### src/rtl/mac_frame_sequencer_pkg.sv
// Shared types and helpers for the frame-sequenced multiply-accumulate block.
package mac_pkg;

  localparam int DATA_W_DEF = 16;
  localparam int ACC_W_DEF  = 32;
  localparam int EXT_W      = 64;

  typedef enum logic [1:0] {
    IDLE,
    ACCUM,
    FLUSH,
    OUT
  } state_t;

  // Widens the low val_w bits of val to EXT_W bits, sign- or zero-extending.
  function automatic logic [EXT_W-1:0] ext(input logic [EXT_W-1:0] val,
                                           input int                val_w,
                                           input logic              is_signed);
    logic [EXT_W-1:0] mask;
    logic             sign;
    mask = (val_w >= EXT_W) ? '1 : ((EXT_W'(1) << val_w) - EXT_W'(1));
    sign = |(val & (EXT_W'(1) << (val_w - 1)));
    if (is_signed && sign) ext = val | ~mask;
    else                   ext = val & mask;
  endfunction

endpackage

### src/rtl/mac_frame_sequencer_mac_unit.sv
// Two-stage MAC datapath: registered product, then accumulate with sticky overflow.
module mac_unit
  import mac_pkg::*;
#(
  parameter int DATA_W = DATA_W_DEF,
  parameter int ACC_W  = ACC_W_DEF,
  parameter bit SIGNED = 1'b0
) (
  input  logic              clk,
  input  logic              reset_n,
  input  logic              in_vld_i,
  input  logic              in_first_i,
  input  logic [DATA_W-1:0] a_i,
  input  logic [DATA_W-1:0] b_i,
  output logic [ACC_W-1:0]  acc_o,
  output logic              ovf_o
);

  localparam int P_W = 2 * DATA_W;

  logic [P_W-1:0] a_ext, b_ext;
  (* use_dsp = "yes" *) logic [P_W-1:0] prod;

  logic [P_W-1:0]   p_q;
  logic             p_vld_q, p_first_q;
  logic [ACC_W-1:0] acc_q, acc_d;
  logic             ovf_q, ovf_d;
  logic [ACC_W-1:0] p_ext;
  logic [ACC_W:0]   sum;
  logic             add_ovf;

  // Widening the operands first keeps the low P_W product bits correct for both signednesses.
  assign a_ext = SIGNED ? {{DATA_W{a_i[DATA_W-1]}}, a_i} : {{DATA_W{1'b0}}, a_i};
  assign b_ext = SIGNED ? {{DATA_W{b_i[DATA_W-1]}}, b_i} : {{DATA_W{1'b0}}, b_i};
  assign prod  = a_ext * b_ext;

  assign p_ext   = ACC_W'(ext(EXT_W'(p_q), P_W, SIGNED));
  assign sum     = {1'b0, acc_q} + {1'b0, p_ext};
  assign add_ovf = SIGNED ? ((acc_q[ACC_W-1] == p_ext[ACC_W-1]) &&
                             (sum[ACC_W-1] != acc_q[ACC_W-1]))
                          : sum[ACC_W];

  always_comb begin
    // NOTE: every always_comb output gets a default first so no path leaves it unassigned (no latch).
    acc_d = acc_q;
    ovf_d = ovf_q;
    if (p_vld_q) begin
      if (p_first_q) begin
        acc_d = p_ext;
        ovf_d = 1'b0;
      end else begin
        acc_d = sum[ACC_W-1:0];
        ovf_d = ovf_q | add_ovf;
      end
    end
  end

  // NOTE: datapath registers are reset too, so the result port reads 0 right after reset.
  always_ff @(posedge clk or negedge reset_n) begin
    if (!reset_n) begin
      // NOTE: sequential state uses non-blocking assignments only.
      p_q       <= '0;
      p_vld_q   <= 1'b0;
      p_first_q <= 1'b0;
      acc_q     <= '0;
      ovf_q     <= 1'b0;
    end else begin
      p_q       <= prod;
      p_vld_q   <= in_vld_i;
      p_first_q <= in_first_i;
      acc_q     <= acc_d;
      ovf_q     <= ovf_d;
    end
  end

  assign acc_o = acc_q;
  assign ovf_o = ovf_q;

endmodule

### src/rtl/mac_frame_sequencer.sv
// Frame sequencer: joins sample/coefficient streams, runs the MAC for taps beats, hands off the sum.
module mac_frame_sequencer
  import mac_pkg::*;
#(
  parameter  int DATA_W   = DATA_W_DEF,
  parameter  int ACC_W    = ACC_W_DEF,
  parameter  int MAX_TAPS = 9,
  parameter  int SIGNED   = 0,
  localparam int CNT_W    = $clog2(MAX_TAPS + 1)
) (
  input  logic              clk,
  input  logic              reset_n,
  input  logic              en,
  input  logic [CNT_W-1:0]  cfg_taps,
  input  logic [DATA_W-1:0] i_TDATA,
  input  logic              i_TVALID,
  output logic              i_TREADY,
  input  logic [DATA_W-1:0] k_TDATA,
  input  logic              k_TVALID,
  output logic              k_TREADY,
  output logic [ACC_W-1:0]  o_TDATA,
  output logic              o_TUSER,
  output logic              o_TVALID,
  input  logic              o_TREADY,
  output logic              busy
);

  state_t           state_q, state_d;
  logic [CNT_W-1:0] taps_q, taps_d;
  logic [CNT_W-1:0] beat_cnt_q, beat_cnt_d;
  logic [CNT_W-1:0] taps_clamped;
  logic             fire, last_beat;

  assign fire      = (state_q == ACCUM) && i_TVALID && k_TVALID;
  assign last_beat = fire && (beat_cnt_q == taps_q - CNT_W'(1));

  always_comb begin
    taps_clamped = cfg_taps;
    if (cfg_taps == '0)                    taps_clamped = CNT_W'(1);
    else if (cfg_taps > CNT_W'(MAX_TAPS))  taps_clamped = CNT_W'(MAX_TAPS);
  end

  always_comb begin
    state_d    = state_q;
    taps_d     = taps_q;
    beat_cnt_d = beat_cnt_q;
    case (state_q)
      IDLE: begin
        if (en) begin
          state_d    = ACCUM;
          taps_d     = taps_clamped;
          beat_cnt_d = '0;
        end
      end
      ACCUM: begin
        if (fire) begin
          beat_cnt_d = beat_cnt_q + CNT_W'(1);
          if (last_beat) state_d = FLUSH;
        end
      end
      // The last product is committed to the accumulator on this edge, so the pipe is empty after it.
      FLUSH:   state_d = OUT;
      OUT:     if (o_TREADY) state_d = IDLE;
      default: state_d = IDLE;
    endcase
  end

  always_ff @(posedge clk or negedge reset_n) begin
    if (!reset_n) begin
      state_q    <= IDLE;
      taps_q     <= CNT_W'(1);
      beat_cnt_q <= '0;
    end else begin
      state_q    <= state_d;
      taps_q     <= taps_d;
      beat_cnt_q <= beat_cnt_d;
    end
  end

  mac_unit #(
    .DATA_W (DATA_W),
    .ACC_W  (ACC_W),
    .SIGNED (SIGNED != 0)
  ) u_mac (
    .clk        (clk),
    .reset_n    (reset_n),
    .in_vld_i   (fire),
    .in_first_i (fire && (beat_cnt_q == '0)),
    .a_i        (i_TDATA),
    .b_i        (k_TDATA),
    .acc_o      (o_TDATA),
    .ovf_o      (o_TUSER)
  );

  assign i_TREADY = fire;
  assign k_TREADY = fire;
  assign o_TVALID = (state_q == OUT);
  assign busy     = (state_q != IDLE);

endmodule

### config.mk
export PLATFORM = sky130hd
export DESIGN_NAME = mac_frame_sequencer
export DESIGN_NICKNAME = d
export VERILOG_FILES = /design/src/rtl/mac_frame_sequencer_pkg.sv /design/src/rtl/mac_frame_sequencer_mac_unit.sv /design/src/rtl/mac_frame_sequencer.sv
export SDC_FILE = /design/constraint.sdc
export NUM_CORES = 1
export LEC_CHECK = 0
export CELL_PAD_IN_SITES_DETAIL_PLACEMENT = 0
export CELL_PAD_IN_SITES_GLOBAL_PLACEMENT = 2
export CORE_ASPECT_RATIO = 1.5
export CORE_UTILIZATION = 39
export DETAILED_ROUTE_END_ITERATION = 16
export GPL_TIMING_DRIVEN = 0
export HOLD_SLACK_MARGIN = 0.08
export PLACE_DENSITY_LB_ADDON = 0.1
export SLEW_MARGIN = 20
export SYNTH_ARGS = -nofsm -noshare
export SYNTH_HDL_FRONTEND = slang
export SYNTH_SLANG_ARGS = --single-unit
### constraint.sdc
create_clock -name clk -period 3.6 [get_ports clk]
set_input_delay 0.36 -clock clk [delete_from_list [all_inputs] [get_ports clk]]
set_output_delay 0.36 -clock clk [all_outputs]
set_load 0.02 [all_outputs]
======== After elaboration in Yosys (flattened, before gate mapping) ========
Index checks and enable logic that the tools add are counted.
storage, ports and cells
  bits in registers ....................... 77
  output and inout bits ................... 37
cells by class
  add/sub/neg operators ................... 3
  multipliers ............................. 1
  magnitude comparators ................... 1
  equal/unequal tests ..................... 8
  multiplexer cells ....................... 12
  bitwise gates (word level) .............. 1
  reductions and logical operators ........ 12
operator list
  kind                   number
  $add A32 B32 Y33       1
  $mul A16 B16 Y32       1
  $mux W32               1
  $mux W4                4
  $logic_not A4 Y1       2
  $mux W2                4
  $pmux W2 S4            1
  $pmux W4 S2            1
  $ne A2 B2 Y1 const B   3
  $add A4 B1 Y4 const B  1
  $eq A2 B2 Y1 const B   2
  $eq A4 B4 Y1           1
  $gt A4 B4 Y1 const B   1
  $logic_and A1 B1 Y1    4
  $reduce_and A4 Y1      1
  $reduce_bool A2 Y1     2
  $sub A4 B1 Y4 const B  1
  $reduce_and A3 Y1      1
  $eq A2 B1 Y1 const B   1
  $logic_not A2 Y1       1
  $ne A2 B1 Y1 const B   1
  $reduce_and A2 Y1      1
  $mux W1                1
  $or A1 B1 Y1           1

======== Logic depth before layout (Yosys ltp) ========
  depth in word-level cells ............... 7
  depth in mapped cells ................... 24
  mapped depth without buffers ............ 23

======== By module ========
From an unflattened synthesis, not the netlist that was laid out.
unflattened totals
  cells, all modules ...................... 1,499
  area total of the unflattened synthesis .. 13,312.8 µm²
by module, submodules not included
  module               instances  cells each  area an instance (µm²)  sequential area each (µm²)
  mac_unit             1          1,413       12,544.5                1,676.6
  mac_frame_sequencer  1          86          768.2                   251.5

======== Worst setup path before layout ========
OpenSTA, ideal clock, no wires.
  path kind ............................... input to register
  start point ............................. input i_TDATA[10]
  end point ............................... register u_mac.p_q[31], in the netlist u_mac.p_ext[31]
  data arrival time ....................... 5,609 ps
  slack ................................... -2,132 ps
  cell stages on the path ................. 19
  path buffers ............................ 1
  cell sequence ........................... clkbuf_1 > nand2_1 > fa_1 > fa_1 > fa_1 > fa_1 > inv_1 > fa_1 > fa_1 > ha_1 > inv_1 > o21bai_1 > a21o_1 > a21o_1 > a221o_1 > a21oi_4 > o21ai_2 > a311o_1 > xnor2_1
between the ends
  cells in the longest elaborated chain, start to end .. 1
RTL lines
  what                  RTL line                            text
  start, declared       mac_frame_sequencer.sv:15           input logic [DATA_W-1:0] i_TDATA,
  $mul A16 B16 Y32      mac_frame_sequencer_mac_unit.sv:35  assign prod = a_ext * b_ext;
  net u_mac.prod[31]    mac_frame_sequencer_mac_unit.sv:22  (* use_dsp = "yes" *) logic [P_W-1:0] prod;
  end signal, assigned  mac_frame_sequencer_mac_unit.sv:68  p_q <= prod;
  end, declared         mac_frame_sequencer_mac_unit.sv:24  logic [P_W-1:0] p_q;
The timed path passes the listed nets, and every way through them passes these cells.
A chain may end at the register's enable or synchronous reset.

======== Final worst setup path ========
  start point ............................. input k_TDATA[4]
  end point ............................... register u_mac.p_q[30], in the netlist u_mac.p_ext[30]
between the ends
  cells in the longest elaborated chain, start to end .. 1
RTL lines
  what                RTL line                            text
  start, declared     mac_frame_sequencer.sv:18           input logic [DATA_W-1:0] k_TDATA,
  $mul A16 B16 Y32    mac_frame_sequencer_mac_unit.sv:35
  net u_mac.prod[30]  mac_frame_sequencer_mac_unit.sv:22
The timed path passes the listed nets, and every way through them passes these cells.

==> results.tsv <==
stage	metric	value	unit
worst_hold_path	Hold Path Depth	2	
drt	Antenna Nets Post-Route	0	
critical_path	Reg2Reg Depth	12	
grt	largest net degree at the start of global routing	48	
sta	Worst Hold Slack	0.384	ns
sta	fin crit share	152	%
final_layout	Final nets	2011	
floorplan	Core ar.	33300	um^2
sta	skew final	0.00794	ns
drt	DRC violations left	3	
grt	GRT Residual Overflow	0	
sta	Fin. Hold Viols	0	
drt	DR vias/cell	5.13	
sta	Slew Limit Fails	0	
sta	fin crit period	5.49	ns
clocking	Root Buffer	clkbuf_16	
clocking	CTS sink cnt	77	
synth	syn avg cell area	8.94	um^2
outcome	failing checks	DRC, setup timing	
clocking	Bufs on Longest Clock Path	2	
floorplan	Initial Util	39.6	%
grt	GR Layer Usage met1	26.4	%
critical_path	Crit path buffers/inverters	6	
floorplan	die span in y	227	um
clocking	clk slew on worst S/H paths	0.06	ns
worst_hold_path	Tightest Hold Check Type	primary input to flop	
drt	per-cell routed wire length	18.7	um
sta	worst setup margin	-1.89	ns
clocking	Worst-Skew Late Latency	0.35	ns
synth	EDFF count, synth	0	
drt	drt first pass iters	13	
synth	syn_nets	1860	
synth	asr flop ratio synth	100	%
outcome	outcome	complete, but fails checks	
grt	vias in the first global route	11400	
clocking	TritonCTS Buffers	9	
floorplan	Die W	152	um
clocking	htree depth	3	
worst_hold_path	hold_sp	i_TDATA[0]	
critical_path	CP endpoint kind	flop	
final_layout	diode count	0	
drt	Routed WL	38400	um
final_layout	share of cells above drive strength 1	15.6	%
drt	1st-iter DRT viols	361	
critical_path	Crit Path Category	primary input to flop	
grt	GR peak layer	met2	
critical_path	Slowest cell on crit path	fa_1	
critical_path	critical path startpoint category	primary input	
critical_path	Arr. time, crit path	5.72	ns
drt	Via Count	10500	
sta	RSZ-0062 raised after global routing	yes	
sta	Fmax achieved	182	MHz
final_layout	Filler Cell Count	3184	
synth	Syn. warnings	0	
placement	number of buffers added on ports	78	
final_layout	Layout area overhead	24.3	%
critical_path	cell mode on critical path	fa_1	
grt	met3 Resource Use GR	2.04	%
critical_path	slowest stage delay, CP	0.51	ns
critical_path	Worst EP required	3.83	ns
floorplan	Die ar.	34600	um^2
sta	Worst Tran Pin Value	0.837	ns
critical_path	Worst Setup SP	k_TDATA[4]	
job	max_cap viols	0	
synth	Top FF cell, synth	dfrtp_1	
grt	GRT Util Overall	23.3	%
grt	first-pass GRT wire length	61700	um
synth	Synth cell types	69	
synth	gate count of the mapped netlist	1479	
floorplan	num rows	82	
synth	#FFs+latches synth	77	
sta	Rel. slew slack	43.5	%
grt	initial antenna violation count	0	
placement	pre-CTS setup slack	-3.47	ns
critical_path	start of the worst register-to-register path	u_mac.acc_o[0]$_DFFE_PN0P_	
critical_path	cells along the critical path	buf_12 -> clkbuf_16 -> and2_4 -> fa_1 -> inv_2 -> fa_1 -> fa_1 -> fa_1 -> inv_1 -> fa_1 -> fa_1 -> ha_4 -> and3_4 -> buf_6 -> nand4_1 -> nand2_1 -> and4bb_2 -> nor3b_4 -> buf_6 -> a21oi_4 -> o21bai_2 -> a311oi_2 -> xnor2_1	
critical_path	delay-heaviest family, CP	adder cells	
critical_path	critical path peak fanout	6	
grt	GR Util met2	45.5	%
floorplan	I/O Pins	79	
placement	DP HPWL	31800	um
clocking	CTS tree	built	
placement	Placer Congestion	0.902	
synth	Syn Std Cell Area	13200	um^2
synth	register area share after synthesis	14.6	%
sta	Setup Viol. Count Final	25	
critical_path	Crit. path cell count	23	
-- final timing paths --
path                                          endpoint  slack [ns]
max                          u_mac.p_ext[30]$_DFF_PN0_       -1.89
min                           u_mac.p_ext[0]$_DFF_PN0_        0.38
max reg2reg                    u_mac.ovf_o$_DFFE_PN0P_        0.32
min reg2reg                      taps_q[0]$_DFFE_PN1P_        0.52
max in group asynchronous     u_mac.p_ext[9]$_DFF_PN0_        2.53
min in group asynchronous  u_mac.acc_o[26]$_DFFE_PN0P_        0.49
-- through the flow --
step	util, %	setup TNS [ns]	instances	cell area [um^2]
global placement	44.5	-114.59	1977	14800
floorplan	-	-32.20	1479	13500
global route	49.3	-38.91	2055	16400
CTS	48.6	-34.93	2040	16200
finish	49.3	-34.89	2055	16400
detailed placement	44.6	-66.66	1978	14900
-- synth_stat cells, types with 11 or more instances --
cell type	instances	area share [%]
a21oi_1	89	3.4
nor3_1	13	0.49
nor2_1	56	1.6
clkbuf_1	57	1.6
and3_1	13	0.62
ha_1	144	14
a21o_1	37	2.1
nand2_1	195	5.5
inv_1	222	6.3
o21ai_0	31	1.2
a31oi_1	14	0.66
xnor2_1	31	2.1
fa_1	195	30
and2_1	112	5.3
nand3_1	20	0.76
xor2_1	22	1.5
o21bai_1	18	1.0
dfrtp_1	76	14
nand4_1	11	0.52
-- registers in the layout (all words and copies together) (netlist names) --
signal           count
u_mac.acc_o         32
u_mac.p_ext         32
beat_cnt_q           4
taps_q               4
state_q              2
u_mac.ovf_o          1
u_mac.p_first_q      1
u_mac.p_vld_q        1
-- layer usage --
| metal | vias up | wire length [um] |
|---|---|---|
| li1 | 5094 | - |
| met1 | 5235 | 15600 |
| met2 | 172 | 20900 |
| met3 | 48 | 892 |
| met4 | 0 | 1120 |
| met5 | - | 0 |
-- kinds of logic (layout without fill, tap and decap cells) --
family / Yosys count / in the layout / synth area share (%)
simple gates: 464 / 464 / 17.3
fa+ha+maj: 339 / 339 / 43.2
buf+inv: 282 / 438 / 8.05
compound gates: 252 / 252 / 12.5
flops: 77 / 77 / 14.6
xor+xnor: 53 / 53 / 3.51
mux: 12 / 12 / 0.937
-- placed cells by master (no fill, tap or decap), drive strengths merged, types with 3 or more instances in the layout --
| master | netlist | routed |
|---|---|---|
| mux2i | 9 | 9 |
| nand2 | 195 | 195 |
| a21o | 37 | 37 |
| dfrtp | 76 | 76 |
| fa | 195 | 195 |
| ha | 144 | 144 |
| o211ai | 8 | 8 |
| a2111oi | 3 | 3 |
| a21oi | 94 | 94 |
| nor3b | 3 | 3 |
| xnor2 | 31 | 31 |
| nor2b | 9 | 9 |
| o311ai | 3 | 3 |
| nor4b | 4 | 4 |
| inv | 222 | 225 |
| a41oi | 4 | 4 |
| o21ai | 35 | 35 |
| a211o | 3 | 3 |
| a31oi | 14 | 14 |
| xor2 | 22 | 22 |
| and3 | 13 | 13 |
| nand3 | 20 | 20 |
| nand2b | 7 | 7 |
| or3 | 6 | 6 |
| o21a | 8 | 8 |
| and2 | 112 | 112 |
| nor3 | 13 | 13 |
| a221oi | 4 | 4 |
| o31ai | 3 | 3 |
| a21boi | 4 | 4 |
| clkdlybuf4s50 | 0 | 46 |
| nor2 | 56 | 56 |
| nand3b | 3 | 3 |
| o21bai | 19 | 19 |
| clkinv | 0 | 3 |
| buf | 3 | 93 |
| mux2 | 3 | 3 |
| clkbuf | 57 | 67 |
| nand4 | 11 | 11 |
-- repair_timing --
action                                 4_1_cts  5_1_grt
setup endpoints to repair                   27       26
pin swaps                                   61       20
endpoints found under the hold margin       29        0
resized for setup                          308       46
hold buffers                                 1        0
setup buffers                               44       17
gates cloned                                 1        0
-- area by class of cell --
type                            count  area (um^2)  area share [%]
Multi-Input combinational cell   1120        10700            65.4
Inverter                          222          836            5.09
Timing Repair Buffer              141         1380            8.38
Clock buffer                        9          225            1.37
Sequential cell                    77         1930            11.7
Buffer                             59          733            4.46
Clock inverter                      7         56.3           0.343
Tap cell                          420          526            3.20
Power is not shown: default switching activity piles up to over one toggle a cycle in this logic, so the estimate is an artifact.
